==> src/rtl/cut_injection_sequencer.sv <==
// Fault-injection sequencer: loads a word-wise mask, then drives it onto the CUT
// during a cycle window of a timed run and flags result mismatches. Macro: CUT_SEQ_ERRCNT_EN.
module cut_injection_sequencer #(
    parameter int TEST_W   = 19,
    parameter int RESULT_W = 19,
    parameter int INJ_W    = 346,
    parameter int WORD_W   = 32,
    parameter int WIN_W    = 16
) (
    input  logic                clk,
    input  logic                rst,
    input  logic [WORD_W-1:0]   cfg_word,
    input  logic                cfg_valid,
    output logic                cfg_ready,
    input  logic                cfg_last,
    input  logic                start,
    input  logic [WIN_W-1:0]    inj_start,
    input  logic [WIN_W-1:0]    inj_len,
    input  logic [WIN_W-1:0]    run_len,
    input  logic [TEST_W-1:0]   test_in,
    input  logic [RESULT_W-1:0] golden_in,
    input  logic [RESULT_W-1:0] result_in,
    output logic [TEST_W-1:0]   test_out,
    output logic [INJ_W-1:0]    injection_out,
    output logic                busy,
    output logic                done,
    output logic                mismatch_out,
    output logic [15:0]         err_count
);

    localparam int NW = (INJ_W + WORD_W - 1) / WORD_W;
    localparam int IW = $clog2(NW + 1);
    localparam logic [IW-1:0] LASTW = IW'(NW - 1);

    typedef enum logic [2:0] {
        S_IDLE,
        S_LOAD,
        S_ARMED,
        S_RUN,
        S_DONE
    } state_t;

    state_t             state_q, state_d;
    logic [INJ_W-1:0]   shadow_q, shadow_d;
    logic [IW-1:0]      widx_q, widx_d;
    logic [WIN_W-1:0]   cyc_q, cyc_d;
    logic [WIN_W-1:0]   ist_q, ist_d;
    logic [WIN_W-1:0]   ilen_q, ilen_d;
    logic [WIN_W-1:0]   rlen_q, rlen_d;
    logic [INJ_W-1:0]   inj_q, inj_d;
    logic [TEST_W-1:0]  test_q;
    logic               mis_q;

    logic               start_ok;
    logic               accept;
    logic               load_word;
    logic               mis_now;
    logic               in_win;
    logic [IW-1:0]      wsel;
    logic [INJ_W-1:0]   wmask;
    logic [INJ_W-1:0]   wdata;
    logic [INJ_W-1:0]   base;

    assign start_ok  = start && (state_q == S_ARMED || state_q == S_DONE);
    assign cfg_ready = (state_q != S_RUN) && !start_ok;
    assign accept    = cfg_valid && cfg_ready;
    assign mis_now   = (result_in != golden_in);
    assign wsel      = (state_q == S_LOAD) ? widx_q : '0;
    assign base      = (state_q == S_LOAD) ? shadow_q : '0;

    // Per-bit word-slot decode; bits past INJ_W simply have no slot.
    for (genvar j = 0; j < INJ_W; j++) begin : g_bit
        assign wmask[j] = (wsel == IW'(j / WORD_W));
        assign wdata[j] = cfg_word[j % WORD_W];
    end

    // Window test in WIN_W+1 bits so start+len cannot wrap.
    assign in_win = ({1'b0, cyc_d} >= {1'b0, ist_d}) &&
                    ({1'b0, cyc_d} < ({1'b0, ist_d} + {1'b0, ilen_d}));

    // Next-state, mask load, run capture and next injection value.
    always_comb begin
        state_d   = state_q;
        shadow_d  = shadow_q;
        widx_d    = widx_q;
        cyc_d     = cyc_q;
        ist_d     = ist_q;
        ilen_d    = ilen_q;
        rlen_d    = rlen_q;
        load_word = 1'b0;
        unique case (state_q)
            S_IDLE, S_LOAD: begin
                load_word = accept;
            end
            S_ARMED, S_DONE: begin
                if (start_ok) begin
                    ist_d   = inj_start;
                    ilen_d  = inj_len;
                    rlen_d  = run_len;
                    cyc_d   = '0;
                    state_d = (run_len == '0) ? S_DONE : S_RUN;
                end else begin
                    load_word = accept;
                end
            end
            S_RUN: begin
                cyc_d = cyc_q + 1'b1;
                if (({1'b0, cyc_q} + 1'b1) == {1'b0, rlen_q}) begin
                    state_d = S_DONE;
                end
            end
            default: begin
                state_d = S_IDLE;
            end
        endcase
        if (load_word) begin
            shadow_d = (base & ~wmask) | (wdata & wmask);
            widx_d   = wsel + 1'b1;
            state_d  = (cfg_last || wsel == LASTW) ? S_ARMED : S_LOAD;
        end
        inj_d = (state_d == S_RUN && in_win) ? shadow_q : '0;
    end

    // Sequencer state, mask, run counters and registered CUT drive.
    always_ff @(posedge clk or negedge rst) begin
        if (!rst) begin
            state_q  <= S_IDLE;
            shadow_q <= '0;
            widx_q   <= '0;
            cyc_q    <= '0;
            ist_q    <= '0;
            ilen_q   <= '0;
            rlen_q   <= '0;
            inj_q    <= '0;
            test_q   <= '0;
        end else begin
            state_q  <= state_d;
            shadow_q <= shadow_d;
            widx_q   <= widx_d;
            cyc_q    <= cyc_d;
            ist_q    <= ist_d;
            ilen_q   <= ilen_d;
            rlen_q   <= rlen_d;
            inj_q    <= inj_d;
            test_q   <= test_in;
        end
    end

    // Sticky mismatch flag, cleared when a new run starts.
    always_ff @(posedge clk or negedge rst) begin
        if (!rst) begin
            mis_q <= 1'b0;
        end else if (start_ok) begin
            mis_q <= 1'b0;
        end else if (state_q == S_RUN && mis_now) begin
            mis_q <= 1'b1;
        end
    end

`ifdef CUT_SEQ_ERRCNT_EN
    logic [15:0] err_q;

    // Saturating count of mismatching run cycles.
    always_ff @(posedge clk or negedge rst) begin
        if (!rst) begin
            err_q <= '0;
        end else if (start_ok) begin
            err_q <= '0;
        end else if (state_q == S_RUN && mis_now && err_q != 16'hFFFF) begin
            err_q <= err_q + 1'b1;
        end
    end

    assign err_count = err_q;
`else
    assign err_count = 16'h0000;
`endif

    assign test_out      = test_q;
    assign injection_out = inj_q;
    assign mismatch_out  = mis_q;
    assign busy          = (state_q == S_LOAD) || (state_q == S_RUN);
    assign done          = (state_q == S_DONE);

endmodule

==> config.mk <==
export PLATFORM = sky130hd
export DESIGN_NAME = cut_injection_sequencer
export DESIGN_NICKNAME = d
export VERILOG_FILES = /design/src/rtl/cut_injection_sequencer.sv
export SDC_FILE = /design/constraint.sdc
export NUM_CORES = 1
export LEC_CHECK = 0
export CORE_AREA = 2 2 471 239
export DETAILED_ROUTE_END_ITERATION = 10
export DIE_AREA = 0 0 473 241
export MAX_ROUTING_LAYER = met4
export SLEW_MARGIN = 20
export SYNTH_ARGS = -nofsm -noshare
export SYNTH_HDL_FRONTEND = slang
export SYNTH_SLANG_ARGS = --single-unit
==> constraint.sdc <==
create_clock -name clk -period 6.2 [get_ports clk]
set_input_delay 1.24 -clock clk [delete_from_list [all_inputs] [get_ports clk]]
set_output_delay 1.24 -clock clk [all_outputs]
set_load 0.05 [all_outputs]
==> run metrics, run 1 <==
status=finished clean; global route overflow=0; Mapped Cells=around 4000; commonest non-fill, non-tap cell in the layout=nand2_1; Largest stage delay, worst path=0.50 ns; postcts setup bufs=0; vias in the first global route=about 31000; Area growth syn-to-layout=25.0%; Reg2Reg Depth=23; port bufs=510; Hold EP=ilen_q[0]; placed wire-length estimate=82200 um; Row Count=86; Worst R2R End=injection_out[87]; Setup-failing EPs final=0; Slew @ Worst Pin=1.21 ns; Leak=0.0229 uW; number of vias per cell=5.42; Initial DRC Count=just over 3000; Reg clk slew, reported paths=0.06 ns; Initial Util=0.349; commonest non-fill, non-tap cells in the layout=833 x nand2_1, 783 x dfrtp_1, 505 x clkdlybuf4s50_1; Avg Inst Size Synth=around 9.6 um2; Netlist cell types=79; hold buffer count at CTS=0; Seq/Total Area, Yosys=0.512; Most common cell on crit path=buf_4; Num CTS Buffers=77; CTS root buf=clkbuf_16; Design Area, Final=0.0478 mm2; hold path depth=2; Post-synth ARST share=1.00; IO Pins=approximately 530; Final Slew Violations=0; post-route ant nets=0; initial antenna violation count=2; Post-Layout Cell Count=5789; CP endpoint kind=register; CP Cell Sequence=xnor2_2 -> or2_4 -> mux2i_1 -> inv_1 -> ha_1 -> a21o_1 -> a221oi_1 -> nor3_1 -> nor4b_2 -> o21ai_0 -> buf_4 -> and4_1 -> nor3_1 -> ha_1 -> a22oi_1 -> nand4_1 -> a21oi_1 -> buf_4 -> a2111oi_4 -> clkbuf_16 -> buf_16 -> buf_4 -> a211oi_2; final WL=around 130000 um; Pwr Density=328 mW/mm2; Hold Path Class=register to register; ratio of cells with drive above 1 in the final layout=0.122; RSZ-0062 raised after global routing=no; global-route wire length before repair=just under 200000 um; Nets=4461; Max transition margin=0.188; largest net degree at the start of global routing=approximately 230; Post-synth EDFFs=0; reg-to-reg startpoint=state_q[2]; worst path arrival time=6.35 ns; Mapped Area=0.0382 mm2; slowest CP cell=dfrtp_1; final hold vios=0; min-delay src=ilen_q[0]; ys flop type=dfrtp_1; Finished Core Util=0.436; Die W=between 400 and 500 um; latest clock arrival within the worst-skew pair=0.69 ns; crit-path max FO=43; Fmax=172 MHz; Die ar.=0.114 mm2; clk_skew=0.0256 ns; startpoint types=register; r2r setup slk=0.38 ns; core area=0.110 mm2; TritonCTS sink count=783; Ys Warns=0; FF+latch count, synth=783; Max-Cap Viols=0; VDD IR max=0.427 mV; clk buf depth=3; DP Cell Count=about 5600; Die Span Y=241 um; Vias=about 31000; total track usage=0.228; htree depth=3; CP Class=register to register; wire per inst=22.3 um; Pre-antenna DRT Iters=6; Data required, critical path=slightly below 7 ns; CTS tree=done; placer congestion estimate=0.830; Final period util=0.939; min Tclk post-route=5.82 ns; Post-DP Area=between 0.04 and 0.05 mm2; # DRC=0
==> worst max-delay path, delay by kind of cell (launching register included) <==
kind / cells / cell delay (ns)
compound gates: 7 / 1.35
xor+xnor: 1 / 0.46
fa+ha+maj: 2 / 0.51
buf+inv: 6 / 1.23
flops: 1 / 0.50
mux: 1 / 0.24
simple gates: 6 / 1.28
==> layer usage <==
layer | up-vias | track usage | wire length [um]
li1 | 14700 | - | -
met1 | 15600 | 0.289 | 54400
met2 | 841 | 0.374 | 63800
met3 | 217 | 0.0399 | 7150
met4 | 0 | 0.0691 | 3910
met5 | - | - | 0
==> sequential cells by signal (all words and copies together), names as in the netlist <==
name	count
ist_q	16
cyc_q	16
shadow_q	346
widx_q	4
state_q	3
test_out	19
ilen_q	16
rlen_q	16
injection_out	346
mismatch_out	1
==> kinds of logic after synthesis <==
kind of cell / count (synthesis) / synth area share
simple gates: 1333 / 0.162
xor+xnor: 52 / 0.0119
other cells: 1 / 0.0000980
buf+inv: 533 / 0.0627
fa+ha+maj: 51 / 0.0167
mux: 15 / 0.00409
flops: 783 / 0.512
compound gates: 1200 / 0.230
==> synth_stat cells, types with 3 or more instances <==
master / number / area share
nand2b_1: 6 / 0.00098
a21oi_1: 37 / 0.0048
buf_6: 17 / 0.0050
and4_1: 5 / 0.0011
a21o_1: 13 / 0.0026
a211oi_2: 150 / 0.049
dfrtp_1: 783 / 0.51
nand3_1: 18 / 0.0024
buf_1: 14 / 0.0014
xnor2_1: 35 / 0.0080
a31oi_1: 7 / 0.0011
a211oi_1: 201 / 0.039
and3_1: 360 / 0.059
nand4_1: 14 / 0.0023
xor2_1: 17 / 0.0039
o211ai_1: 4 / 0.00079
nor2b_1: 7 / 0.0011
and2_1: 14 / 0.0023
o22ai_1: 4 / 0.00065
buf_4: 28 / 0.0055
ha_1: 48 / 0.016
mux2i_1: 12 / 0.0031
nor3_1: 19 / 0.0025
a41oi_1: 3 / 0.00069
a211o_1: 5 / 0.0011
clkbuf_1: 312 / 0.031
nor4_1: 8 / 0.0013
buf_2: 131 / 0.017
o21ai_0: 383 / 0.050
o31ai_1: 353 / 0.069
nor2_1: 29 / 0.0028
inv_1: 30 / 0.0029
o41ai_1: 5 / 0.0011
nand2_1: 833 / 0.082
nor3b_1: 3 / 0.00059
or3_1: 3 / 0.00049
or2_2: 3 / 0.00049
==> cell type report <==
type,count,area (um2)
Sequential cell,783,19600
Multi-Input combinational cell,2667,16400
Tap cell,1452,1820
Inverter,30,113
Clock inverter,38,509
Antenna cell,3,7.51
Fill cell,10400,61700
Clock buffer,105,2230
Timing Repair Buffer,711,7100
==> metrics by stage <==
stage	setup TNS (ns)	worst slack, ns	power (uW)	hold WS (ns)
floorplan	0	0.0396	9090	0.444
global placement	-209.75	-0.749	10500	0.474
detailed placement	-195.44	-0.727	10500	0.467
CTS	0	0.00249	15700	0.488
global route	0	0.0509	16500	0.523
finish	0	0.377	15700	0.483
==> what timing repair did <==
| item | CTS | global route |
|---|---|---|
| pin swaps | 0 | 2 |
| resized for setup | 1 | 11 |
| setup endpoints to repair | 35 | 343 |
| gates cloned | 0 | 0 |
==> worst max-delay path by stage <==
stage / from / to / slack (ns) / cells past startpoint
after floorplan: start / injection_out[205] / 0.04 / 25
after global placement: start / injection_out[76] / -0.75 / 24
after detailed placement: start / injection_out[87] / -0.73 / 24
after CTS: start / injection_out[216] / 0.002 / 26
after global routing: state_q[2] / injection_out[216] / 0.05 / 23
final: state_q[2] / injection_out[87] / 0.38 / 23
==> power by group <==
part           leakage, uW  internal, uW  switching (uW)
Clock              0.00135          2940            2200
Combinational       0.0108          1650            3150
Sequential          0.0108          5510             241
(Power assumes the default switching activity.)
==> run 2, diff against run 1 <==
--- a/config.mk
+++ b/config.mk
@@ -5,10 +5,11 @@
 export SDC_FILE = /design/constraint.sdc
 export NUM_CORES = 1
 export LEC_CHECK = 0
-export CORE_AREA = 2 2 471 239
+export CORE_AREA = 2 2 305 368
 export DETAILED_ROUTE_END_ITERATION = 10
-export DIE_AREA = 0 0 473 241
+export DIE_AREA = 0 0 307 370
 export MAX_ROUTING_LAYER = met4
+export SKIP_CTS_REPAIR_TIMING = 1
 export SLEW_MARGIN = 20
 export SYNTH_ARGS = -nofsm -noshare
 export SYNTH_HDL_FRONTEND = slang
==> run 2 against run 1 <==
Register-to-register slack lost 0.11 ns. Hold slack got worse by 0.0065 ns. Final area hardly changed. Setup slack got worse by 0.20 ns. Clock power grew 1%. Largest power group unchanged.
==> run metrics, run 2 (synthesized netlist as in run 1, its figures left out) <==
htree depth=3 (unchanged); Design Area, Final=0.0478 mm2 (about the same); vias in the first global route=30800 (-2.0%); Setup-failing EPs final=0 (unchanged); port bufs=510 (unchanged); diode count=0 (-3); status=finished clean; core area=0.110 mm2 (+0.71%); Area growth syn-to-layout=25.0% (about the same); ratio of cells with drive above 1 in the final layout=0.126 (+0.00352); Post-Layout Cell Count=5776 (-0.22%); Nets=4475 (+0.31%); clk_skew=0.0257 ns (+0.000174 ns); CTS root buf=clkbuf_16; Reg2Reg Depth=23 (unchanged); Final period util=0.971 (+0.0317); post-place setup slack=-0.408 ns (+0.318 ns); placer congestion estimate=0.833 (+0.35%); final WL=129000 um (-0.11%); global route overflow=0 (unchanged); worst setup path start=start; latest clock arrival within the worst-skew pair=0.68 ns (about the same); commonest non-fill, non-tap cells in the layout=833 x nand2_1, 783 x dfrtp_1, 494 x clkdlybuf4s50_1; Vias=31400 (+0.022%); PnR worst setup slack=0.180 ns (-0.196 ns); post-route ant nets=0 (unchanged); wire per inst=22.3 um (+0.11%); Die Span Y=370 um (+54%); Final Hold Slack=0.476 ns (-0.00649 ns); Max-Cap Viols=0 (unchanged); crit-path max FO=24 (-44%); initial antenna violation count=3 (+1); Die W=307 um (-35%); Hold Path Class=register to register; CP endpoint=injection_out[232]; total track usage=0.229 (+0.000694); number of vias per cell=5.43 (+0.25%); commonest non-fill, non-tap cell in the layout=nand2_1; Die ar.=0.114 mm2 (-0.35%); RSZ-0062 raised after global routing=no; Max transition margin=0.215 (+0.0272); VDD IR max=0.399 mV (-6.4%); Pre-antenna DRT Iters=6 (unchanged); worst path arrival time=6.56 ns (+0.21 ns); Initial Util=0.347 (-0.00247); Leak=0.0229 uW (+0.16%); Row Count=134 (+56%); Pwr Density=329 mW/mm2 (+0.17%); Slew @ Worst Pin=1.18 ns (-0.0371 ns); TritonCTS sink count=783 (unchanged); Num CTS Buffers=84 (+9.1%); final hold vios=0 (unchanged); DP Cell Count=5622 (-0.34%); Finished Core Util=0.433 (-0.00316); Post-DP Area=0.0449 mm2 (about the same); r2r setup slk=0.27 ns (-0.11 ns); Initial DRC Count=2775 (-11%); Reg clk slew, reported paths=0.06 ns (about the same); largest net degree at the start of global routing=185 (-19%); Data required, critical path=6.74 ns (about the same); startpoint types=input pin; Worst R2R End=injection_out[232]; min Tclk post-route=6.02 ns (+0.196 ns); clk buf depth=3 (unchanged); global-route wire length before repair=194000 um (-0.28%); placed wire-length estimate=81600 um (-0.79%); CP endpoint kind=register; IO Pins=527 (unchanged); # DRC=0 (unchanged); Final Slew Violations=0 (unchanged); CP Class=input pin to register; CTS tree=done; reg-to-reg startpoint=state_q[2]; Fmax=166 MHz (-3.3%)
-- run 2: stage by stage --
step	total power [uW]	setup TNS, ns
2_1_floorplan	9090	0
3_3_place_gp	10500	-95.35
3_5_place_dp	10600	-106.54
4_1_cts	15800	0
5_1_grt	16600	0
6_report	15700	0
-- run 2: metal layers --
layer | global-route usage | wire length, um
met3 | 0.0305 | 7030
met2 | 0.361 | 61300
met5 | - | 0
met1 | 0.298 | 55700
met4 | 0.0922 | 5120
-- run 2: final cells by class --
type | instances | area (um2)
tap | 1428 | 1790
clock buffer | 124 | 2470
timing repair buffer | 718 | 7080
multi-input combinational | 2667 | 16400
inverter | 30 | 113
clock inverter | 26 | 340
fill | 10600 | 62500
sequential | 783 | 19600
-- run 2: critical path: stages --
cell and delay [ns]:
clkdlybuf4s50_1 0.48, nand2b_1 0.07, or2_2 0.41, mux2i_2 0.23
inv_1 0.08, ha_1 0.31, nor2b_1 0.15, or2_2 0.29
maj3_1 0.39, o211ai_1 0.24, nand2_1 0.10, a31oi_1 0.20
xor2_1 0.18, ha_1 0.26, a21o_1 0.17, a31oi_1 0.22
a21oi_1 0.10, a211o_1 0.29, a21oi_2 0.19, a2111oi_4 0.06
buf_4 0.17, clkbuf_16 0.19, buf_4 0.22, a211oi_1 0.29
-- run 2: worst min path at each step --
stage	to	startpoint	depth (start not counted)	slack [ns]
after floorplan	ilen_q[0]	ilen_q[0]	2	0.44
after global placement	ilen_q[0]	ilen_q[0]	2	0.47
after detailed placement	ilen_q[12]	ilen_q[12]	2	0.47
after CTS	ilen_q[9]	ilen_q[9]	2	0.48
after global routing	ilen_q[2]	ilen_q[2]	2	0.52
final	ilen_q[9]	ilen_q[9]	2	0.48
-- run 2: power by group --
part / total (uW) / internal (uW) / switching, uW
clock network: 5200 / 3020 / 2180
logic: 4760 / 1620 / 3150
registers: 5740 / 5510 / 235
